==> src/rtl/boot_pkg.sv <==
// Shared types and constants for the UART boot loader and its byte packer.
package boot_pkg;

    typedef enum logic [2:0] {
        StHdr,
        StData,
        StChk,
        StRun,
        StErr
    } boot_state_e;

    localparam int unsigned HDR_BYTES = 4;

    function automatic int unsigned bytes_per_word(input int unsigned data_w);
        return data_w / 8;
    endfunction

endpackage

==> src/rtl/byte_packer.sv <==
// Serial byte-to-word assembler: bytes fill lanes little-endian, word_done pulses the
// cycle after the last lane is written.
module byte_packer #(
    parameter int unsigned DATA_W = 32
) (
    input  logic              clk,
    input  logic              i_reset,
    input  logic [7:0]        data_byte,
    input  logic              valid,
    input  logic              clear,
    output logic [DATA_W-1:0] word,
    output logic              word_done
);
    import boot_pkg::*;

    localparam int unsigned BYTES = bytes_per_word(DATA_W);
    localparam int unsigned IDX_W = (BYTES > 1) ? $clog2(BYTES) : 1;
    localparam logic [IDX_W-1:0] LAST_IDX = IDX_W'(BYTES - 1);

    logic [IDX_W-1:0]  idx_q, idx_d;
    logic [DATA_W-1:0] word_q, word_d;
    logic              done_q, done_d;

    always_comb begin
        idx_d  = idx_q;
        word_d = word_q;
        done_d = 1'b0;
        if (clear) begin
            idx_d = '0;
        end else if (valid) begin
            for (int i = 0; i < BYTES; i++) begin
                if (idx_q == IDX_W'(i)) word_d[8*i +: 8] = data_byte;
            end
            if (idx_q == LAST_IDX) begin
                idx_d  = '0;
                done_d = 1'b1;
            end else begin
                idx_d = idx_q + 1'b1;
            end
        end
    end

    always_ff @(posedge clk) begin
        if (i_reset) begin
            idx_q  <= '0;
            word_q <= '0;
            done_q <= 1'b0;
        end else begin
            idx_q  <= idx_d;
            word_q <= word_d;
            done_q <= done_d;
        end
    end

    assign word      = word_q;
    assign word_done = done_q;

endmodule

==> src/rtl/uart_boot_loader.sv <==
// UART boot loader: 4-byte length header, little-endian word writes to RAM, then CPU release.
// Define UART_BOOT_LOADER_CHECKSUM_EN to require a trailing XOR-of-data checksum byte.
module uart_boot_loader #(
    parameter int unsigned DATA_W      = 32,
    parameter int unsigned ADDR_W      = 32,
    parameter int unsigned MAX_WORDS   = 4096,
    parameter int unsigned LOAD_BASE   = 0,
    parameter int unsigned TIMEOUT_CYC = 1000000
) (
    input  logic                           clk,
    input  logic                           i_reset,
    input  logic                           rx_valid,
    input  logic [7:0]                     rx_data,
    output logic                           mem_wr_en,
    output logic [ADDR_W-1:0]              mem_wr_addr,
    output logic [DATA_W-1:0]              mem_wr_data,
    output logic                           cpu_running,
    output logic                           load_error,
    output logic [$clog2(MAX_WORDS+1)-1:0] words_loaded
);
    import boot_pkg::*;

    localparam int unsigned BYTES = bytes_per_word(DATA_W);
    localparam int unsigned CNT_W = $clog2(MAX_WORDS + 1);
    localparam int unsigned REM_W = $clog2(MAX_WORDS * BYTES + 1);
    localparam int unsigned TMO_W = $clog2(TIMEOUT_CYC + 1);
    localparam logic [ADDR_W-1:0] BASE_ADDR = ADDR_W'(LOAD_BASE);
    localparam logic [ADDR_W-1:0] WORD_STEP = ADDR_W'(BYTES);
`ifdef UART_BOOT_LOADER_CHECKSUM_EN
    localparam boot_state_e EMPTY_NEXT = StChk;
`else
    localparam boot_state_e EMPTY_NEXT = StRun;
`endif

    boot_state_e       state_q, state_d;
    logic [1:0]        hdr_cnt_q, hdr_cnt_d;
    logic [23:0]       hdr_q, hdr_d;
    logic [REM_W-1:0]  rem_q, rem_d;
    logic [TMO_W-1:0]  tmo_q, tmo_d;
    logic [CNT_W-1:0]  words_q, words_d;
    logic [ADDR_W-1:0] off_q, off_d;
`ifdef UART_BOOT_LOADER_CHECKSUM_EN
    logic [7:0]        csum_q, csum_d;
`endif

    logic [31:0]       hdr_n;
    logic              data_acc, tmo_active, tmo_fire;
    logic [DATA_W-1:0] pk_word;
    logic              pk_done;

    assign hdr_n      = {rx_data, hdr_q};
    assign data_acc   = rx_valid && (state_q == StData) && (rem_q != '0);
    assign tmo_active = ((state_q == StHdr) && (hdr_cnt_q != '0)) ||
                        (state_q == StData) || (state_q == StChk);
    assign tmo_fire   = tmo_active && !rx_valid && (tmo_q == TMO_W'(TIMEOUT_CYC - 1));

    byte_packer #(
        .DATA_W(DATA_W)
    ) u_packer (
        .clk      (clk),
        .i_reset  (i_reset),
        .data_byte(rx_data),
        .valid    (data_acc),
        .clear    (state_q != StData),
        .word     (pk_word),
        .word_done(pk_done)
    );

    always_comb begin
        state_d   = state_q;
        hdr_cnt_d = hdr_cnt_q;
        hdr_d     = hdr_q;
        rem_d     = rem_q;
        words_d   = words_q;
        off_d     = off_q;
        tmo_d     = (tmo_active && !rx_valid && !tmo_fire) ? tmo_q + 1'b1 : '0;
`ifdef UART_BOOT_LOADER_CHECKSUM_EN
        csum_d    = data_acc ? (csum_q ^ rx_data) : csum_q;
`endif
        if (pk_done) begin
            words_d = words_q + 1'b1;
            off_d   = off_q + WORD_STEP;
        end
        if (data_acc) rem_d = rem_q - 1'b1;

        unique case (state_q)
            StHdr: begin
                if (rx_valid) begin
                    if (hdr_cnt_q == 2'(HDR_BYTES - 1)) begin
                        hdr_cnt_d = '0;
                        hdr_d     = '0;
                        if (hdr_n == '0) begin
                            state_d = EMPTY_NEXT;
                        end else if (hdr_n > 32'(MAX_WORDS)) begin
                            state_d = StErr;
                        end else begin
                            rem_d   = REM_W'(hdr_n * 32'(BYTES));
                            state_d = StData;
                        end
                    end else begin
                        // Shift in from the top so byte 0 ends up in the low lane.
                        hdr_d     = {rx_data, hdr_q[23:8]};
                        hdr_cnt_d = hdr_cnt_q + 1'b1;
                    end
                end else if (tmo_fire) begin
                    hdr_cnt_d = '0;
                    hdr_d     = '0;
                end
            end
            StData: begin
`ifdef UART_BOOT_LOADER_CHECKSUM_EN
                if (data_acc && (rem_q == REM_W'(1))) state_d = StChk;
`else
                if (pk_done && (rem_q == '0)) state_d = StRun;
`endif
                else if (tmo_fire) state_d = StErr;
            end
`ifdef UART_BOOT_LOADER_CHECKSUM_EN
            StChk: begin
                if (rx_valid) state_d = (rx_data == csum_q) ? StRun : StErr;
                else if (tmo_fire) state_d = StErr;
            end
`endif
            default: ;
        endcase
    end

    always_ff @(posedge clk) begin
        if (i_reset) begin
            state_q   <= StHdr;
            hdr_cnt_q <= '0;
            hdr_q     <= '0;
            rem_q     <= '0;
            tmo_q     <= '0;
            words_q   <= '0;
            off_q     <= '0;
`ifdef UART_BOOT_LOADER_CHECKSUM_EN
            csum_q    <= '0;
`endif
        end else begin
            state_q   <= state_d;
            hdr_cnt_q <= hdr_cnt_d;
            hdr_q     <= hdr_d;
            rem_q     <= rem_d;
            tmo_q     <= tmo_d;
            words_q   <= words_d;
            off_q     <= off_d;
`ifdef UART_BOOT_LOADER_CHECKSUM_EN
            csum_q    <= csum_d;
`endif
        end
    end

    assign mem_wr_en    = pk_done;
    assign mem_wr_addr  = pk_done ? (BASE_ADDR + off_q) : '0;
    assign mem_wr_data  = pk_done ? pk_word : '0;
    assign cpu_running  = (state_q == StRun);
    assign load_error   = (state_q == StErr);
    assign words_loaded = words_q;

endmodule

==> config.mk <==
export PLATFORM = sky130hd
export DESIGN_NAME = uart_boot_loader
export DESIGN_NICKNAME = d
export VERILOG_FILES = /design/src/rtl/boot_pkg.sv /design/src/rtl/byte_packer.sv /design/src/rtl/uart_boot_loader.sv
export SDC_FILE = /design/constraint.sdc
export NUM_CORES = 1
export LEC_CHECK = 0
export ABC_AREA = 1
export BUFFER_PORTS_ARGS = -buffer_cell sky130_fd_sc_hd__buf_2
export CORE_AREA = 10 10 165 152
export CTS_BUF_LIST = sky130_fd_sc_hd__clkbuf_8 sky130_fd_sc_hd__clkbuf_16
export CTS_CLUSTER_DIAMETER = 200
export DETAILED_ROUTE_END_ITERATION = 8
export DIE_AREA = 0 0 175 162
export HOLD_SLACK_MARGIN = 0.12
export PLACE_DENSITY = 0.48
export SYNTH_ARGS = -nofsm -noshare
export SYNTH_HDL_FRONTEND = slang
export SYNTH_SLANG_ARGS = --single-unit
==> constraint.sdc <==
create_clock -name clk -period 2.2 [get_ports clk]
set_clock_uncertainty 0.15 [all_clocks]
set_input_delay 0.11 -clock clk [delete_from_list [all_inputs] [get_ports clk]]
set_output_delay 0.11 -clock clk [all_outputs]
set_load 0.02 [all_outputs]
### Yosys cells after proc, flatten, opt, wreduce, memory -nomap -nowiden

Index checks and enable logic that the tools add are counted.

| word-level totals | value |
|---|---|
| register bits | 144 |
| bits in latches | 0 |
| bits in writable memories | 0 |
| bits in read-only memories | 0 |
| logic and storage cells | 87 |
| memories | 0 |

| operators by class | value |
|---|---|
| $add $sub $neg | 6 |
| multipliers | 0 |
| div/mod/pow operators | 0 |
| magnitude comparators | 1 |
| eq/ne operators | 13 |
| shifts and indexed selects | 0 |
| mux-type cells | 23 |
| bitwise operators | 3 |
| reductions and logical operators | 28 |

Operator list:

| cell | number |
|---|---|
| 15-bit 2-to-1 mux | 6 |
| 24-bit 2-to-1 mux | 3 |
| 32-bit 2-to-1 mux | 2 |
| 32-bit by 3-bit adder with 32-bit output (second input constant) | 1 |
| 32-bit by 13-bit greater-than comparator with 1-bit output (second input constant) | 1 |
| 32-bit logical NOT | 1 |
| 20-bit by 1-bit adder with 20-bit output (second input constant) | 1 |
| 20-bit == test (second input constant) | 1 |
| 3-bit 2-to-1 mux | 6 |
| 15-bit logical NOT | 1 |
| 15-bit nonzero test | 1 |
| 15-bit by 1-bit subtractor with 15-bit output (second input constant) | 1 |
| 13-bit by 1-bit adder with 13-bit output (second input constant) | 1 |
| 3-bit AND reduction | 4 |
| 2-bit 2-to-1 mux | 4 |
| 1-bit logical AND | 7 |
| 2-bit == test (second input constant) | 3 |
| 3-bit by 2-bit == test with 1-bit output (second input constant) | 2 |
| 3-bit case mux with 2 select lines | 1 |
| 2-bit nonzero test | 3 |
| 2-bit by 1-bit adder with 2-bit output (second input constant) | 2 |
| 4-bit AND reduction | 1 |
| 2-bit OR reduction | 2 |
| 3-bit by 1-bit == test with 1-bit output (second input constant) | 1 |
| other kinds (14) | 18 |

### Depth between registers and ports, before layout

| depth | value |
|---|---|
| word-level depth | 10 |
| mapped depth | 13 |
| depth with buffers taken out | 12 |

### Hierarchy

From an unflattened synthesis, not the netlist that was laid out.

| unflattened totals | value |
|---|---|
| cell total of the unflattened synthesis | 1158 |
| area, all modules | 7463.4 µm² |

Modules (own cells, without submodules):

| module | times used | cells an instance | area an instance (µm²) | sequential area each (µm²) |
|---|---|---|---|---|
| uart_boot_loader | 1 | 933 | 5898.2 | 2142.1 |
| byte_packer | 1 | 225 | 1565.3 | 700.7 |

### Least setup slack after synthesis

OpenSTA, ideal clock, no wires.

| timing path | value |
|---|---|
| kind | reg-to-reg |
| start | reg tmo_q[0] |
| end | reg hdr_cnt_q[0] |
| library setup time | 0.118 ns |
| arrival | 1.519 ns |
| data required time | 1.932 ns |
| path slack | 0.413 ns |
| cell stages (with the launch flop) | 10 |
| buffers on the path | 1 |
| path through | dfxtp_1 > ha_1 > nand3_2 > nor2_4 > nand2_2 > nor2_4 > nand4_4 > buf_2 > a22oi_1 > nor2_1 |

| between the ends | value |
|---|---|
| word-level cells in the longest chain between the ends | 4 |

Ends and longest elaborated chain:

| item | RTL line | RTL |
|---|---|---|
| from (decl) | uart_boot_loader.sv:39 | `logic [TMO_W-1:0] tmo_q, tmo_d;` |
| from (signal assigned) | uart_boot_loader.sv:145 | `tmo_q <= tmo_d;` |
| 20-bit == test | uart_boot_loader.sv:55 | `assign tmo_fire = tmo_active && !rx_valid && (tmo_q == TMO_W'(TIMEOUT_CYC - 1));` |
| 1-bit logical AND | uart_boot_loader.sv:55 |  |
| 2-bit nonzero test (no line) | - |  |
| 2-bit AND reduction (no line) | - |  |
| to (signal assigned) | uart_boot_loader.sv:142 | `hdr_cnt_q <= hdr_cnt_d;` |
| to (decl) | uart_boot_loader.sv:36 | `logic [1:0] hdr_cnt_q, hdr_cnt_d;` |

No other way between the ends.
A chain may end at the register's enable or synchronous reset.

### Final worst setup path

| timing path | value |
|---|---|
| start | reg tmo_q[0] |
| end | reg hdr_q[6] |

| between the ends | value |
|---|---|
| word-level cells in the longest chain between the ends | 4 |

Ends and longest elaborated chain:

| item | RTL line | RTL |
|---|---|---|
| 20-bit == test | uart_boot_loader.sv:55 |  |
| 1-bit logical AND | uart_boot_loader.sv:55 |  |
| 2-bit nonzero test (no line) | - |  |
| 2-bit AND reduction (no line) | - |  |
| to (signal assigned) | uart_boot_loader.sv:143 | `hdr_q <= hdr_d;` |
| to (decl) | uart_boot_loader.sv:37 | `logic [23:0] hdr_q, hdr_d;` |

No other way between the ends.

==> key figures <==
Outcome
  • Outcome: completed

Timing
  • Final WS setup: 0.1696 ns
  • RSZ-0062 raised after global routing: no
  • Slew HR: 53.19%
  • Fmax: 492.5 MHz
  • Setup violations, final: 0
  • Crit share post-route: 92.29%
  • Final setup TNS: 0 ns
  • Worst-margin pin slew: 0.7022 ns
  • Fin. max-slew vios: 0
  • Min Tclk post-route: 2.030 ns
  • Final Hold Viols: 0

GRT
  • Vias in the first global route: 6875
  • GRT busiest layer: met2
  • Gr usage total: 14.63%
  • GR Util met3: 3.037%
  • Pin count of the biggest net entering global routing: 57
  • Initial antenna violation count: 0
  • First-pass GRT wire length: 34.69 mm
  • Met1 GRT Util: 19.61%
  • GR Overflow Total: 0
  • GR Util met2: 23.28%

Floorplan
  • Die Span Y: 162 um
  • Rows: 51
  • Die area: 0.02835 mm2
  • Starting Density: 34.66%
  • Ports: 91
  • Core ar.: 0.02144 mm2
  • Die Wd: 175 um

Placed design
  • # port buffers: 88
  • Post-DP HPWL: 14.98 mm
  • GPL Wtd Cong: 0.8137
  • Dpl ws: 0.1464 ns
  • Placed Cells: 1484

Routing
  • DR vias: 7141
  • DR iter-0 viols: 469
  • DR WL/cell: 13.46 um
  • Antenna violation net count after detailed routing: 0
  • DRT Pass-1 Iters: 6
  • DRC errors left: 0
  • WL final: 20.53 mm
  • Via/cell ratio: 4.683

Synth
  • Yosys reg bits: 142
  • Top cells by area, synth: dfxtp_1 38%, nand2_1 13%, inv_1 8.4%
  • Unique masters post-synth: 40
  • Cell taking the most area after synthesis: dfxtp_1
  • Post-Syn Area per Cell: 6.595 um2
  • Commonest cells in the synthesized netlist: 266 x nand2_1, 166 x inv_1, 153 x nor2_1
  • Synth Flop Type: dfxtp_1
  • Mapped Area: 0.007432 mm2
  • Warning count from the yosys run: 0
  • Top cell type's share of synthesized area: 38.25%
  • Most common cell in the netlist: nand2_1
  • EDFF count, synth: 0
  • Mapped Cells: 1127
  • Seq/Total Area, Yosys: 38.25%
  • Ys async rst share: 0%

Cells and area
  • Area Overhead vs Synth: 19.11%
  • Final instance count without filler cells: 1525
  • Nets: 1243
  • Layout fillers: 2355
  • Ant diodes: 0
  • Layout cells sized above 1: 14.02%

Hold path
  • Worst Hold Class: reg2reg
  • Number of cells on the worst hold path: 1
  • Hold path endpoint: tmo_q[0]
  • Worst hold start: tmo_q[0]

Power
  • Peak supply drop: 0.0004374 V
  • Leakage: 4.222 nW
  • Power Dens Cells: 735.4 mW/mm2

Worst setup path
  • Reg-to-reg endpoint: hdr_q[6]
  • Critical path class: reg2reg
  • Worst reg2reg setup slack: 0.17 ns
  • R2R Path Start: tmo_q[0]
  • Crit. End Element: flop
  • CP Data Required Time: 2.35 ns
  • Critical path startpoint category: flop
  • WP data arrival: 2.18 ns
  • Critical path peak fanout: 15
  • Worst-case reg-to-reg path depth: 9

Clocking
  • CTS root buf: clkbuf_16
  • CTS buffer count: 17
  • CTS H-tree depth: 4
  • CTS tree: done
  • Clock Sink Count: 142
  • CTS max path bufs: 2
  • Setup repair bufs after CTS: 0
  • Reg clk slew, reported paths: 0.06 ns
  • Clock latency on the worst-skew pair: 0.42 ns

Job
  • Maxcap violations: 0
placed cells by master, fill, tap and decap left out, types with 6 or more instances in the layout:
cell type,n
nand4_1,15
xnor2_1,6
buf_4,18
nor2_1,153
nand2_2,9
a22oi_1,24
ha_1,11
nor3_1,23
o21ai_1,9
inv_1,166
a21oi_1,70
nor2_2,6
clkbuf_16,17
nand2_1,266
o21ai_0,42
xor2_1,14
buf_2,88
dfxtp_1,141
dlygate4sd3_1,10
nand3_1,79
worst max-delay path, stage by stage, from the launching register on:
cell     delay (ns)
dfxtp_1        0.35
ha_1           0.21
nand3_2        0.13
nor2_4         0.15
nand2_2        0.09
nor2_4         0.17
nand4_4        0.15
buf_4          0.24
a22oi_1        0.19
nor2_1         0.08
metal layers:
layer	wire, um	part of all wire [%]
met5	0	0
met2	9162	45
met3	868	4.2
met1	10240	50
met4	256	1.2
power breakdown:
part	switching, mW	internal (mW)	leakage (nW)
Sequential	0.125	2.72	1.15
Combinational	0.560	0.302	2.80
Clock	1.21	1.60	0.269
Total	1.89	4.62	4.22
final cells by class:
class / count / area [um2] / share of cell area, %
Multi-Input combinational cell: 771 / 3721 / 42.04
Sequential cell: 142 / 2844 / 32.13
Timing Repair Buffer: 118 / 706.9 / 7.986
Inverter: 171 / 641.9 / 7.251
Clock buffer: 18 / 439.2 / 4.961
Tap cell: 291 / 364.1 / 4.113
Clock inverter: 14 / 135.1 / 1.527
cells by family (layout without fill, tap and decap cells):
| family | after synthesis | in the layout | share of synthesized area [%] |
|---|---|---|---|
| simple gates | 578 | 578 | 33.72 |
| buf+inv | 215 | 321 | 11.73 |
| fa+ha+maj | 11 | 11 | 1.852 |
| compound gates | 160 | 160 | 12.04 |
| xor+xnor | 20 | 20 | 2.357 |
| flops | 142 | 142 | 38.25 |
| other cells | 1 | 2 | 0.05046 |
worst max path at each step:
| stage | start | endpoint | slack, ns | cells after the start |
|---|---|---|---|---|
| floorplan | tmo_q[0] | hdr_cnt_q[0] | 0.41 | 9 |
| global placement | tmo_q[0] | hdr_q[6] | 0.17 | 9 |
| detailed placement | tmo_q[0] | hdr_q[6] | 0.15 | 9 |
| CTS | u_packer.word_done | mem_wr_data[28] | 0.07 | 5 |
| global route | tmo_q[0] | hdr_q[6] | 0.01 | 9 |
| finish | tmo_q[0] | hdr_q[6] | 0.17 | 9 |
flip-flops by register name, indices dropped and copies added (netlist names), 3 cells and up:
| signal | cells |
|---|---|
| hdr_q | 24 |
| off_q | 30 |
| rem_q | 15 |
| state_q | 3 |
| tmo_q | 20 |
| u_packer.word | 32 |
| words_loaded | 13 |
through the flow:
step | total power [mW] | cell area (um2) | utilization, % | hold slack, ns
final | 6.510 | 8852 | 41.29 | 0.2967
after global routing | 6.876 | 8852 | 41.29 | 0.3307
after CTS | 6.611 | 8860 | 41.32 | 0.3019
after detailed placement | 3.749 | 8182 | 38.16 | 0.2885
after global placement | 3.756 | 8182 | 38.16 | 0.2862
after floorplan | 3.536 | 7436 | - | 0.1243
timing repair:
| action | CTS | global route |
|---|---|---|
| gates resized for setup | 1 | 0 |
| hold endpoints to repair | 43 | 0 |
| hold buffers | 10 | 0 |
| endpoints found under the setup margin | 7 | 11 |
| gates cloned | 0 | 0 |
| pin swaps | 0 | 0 |
No activity file was read; power rests on OpenSTA's default activity.
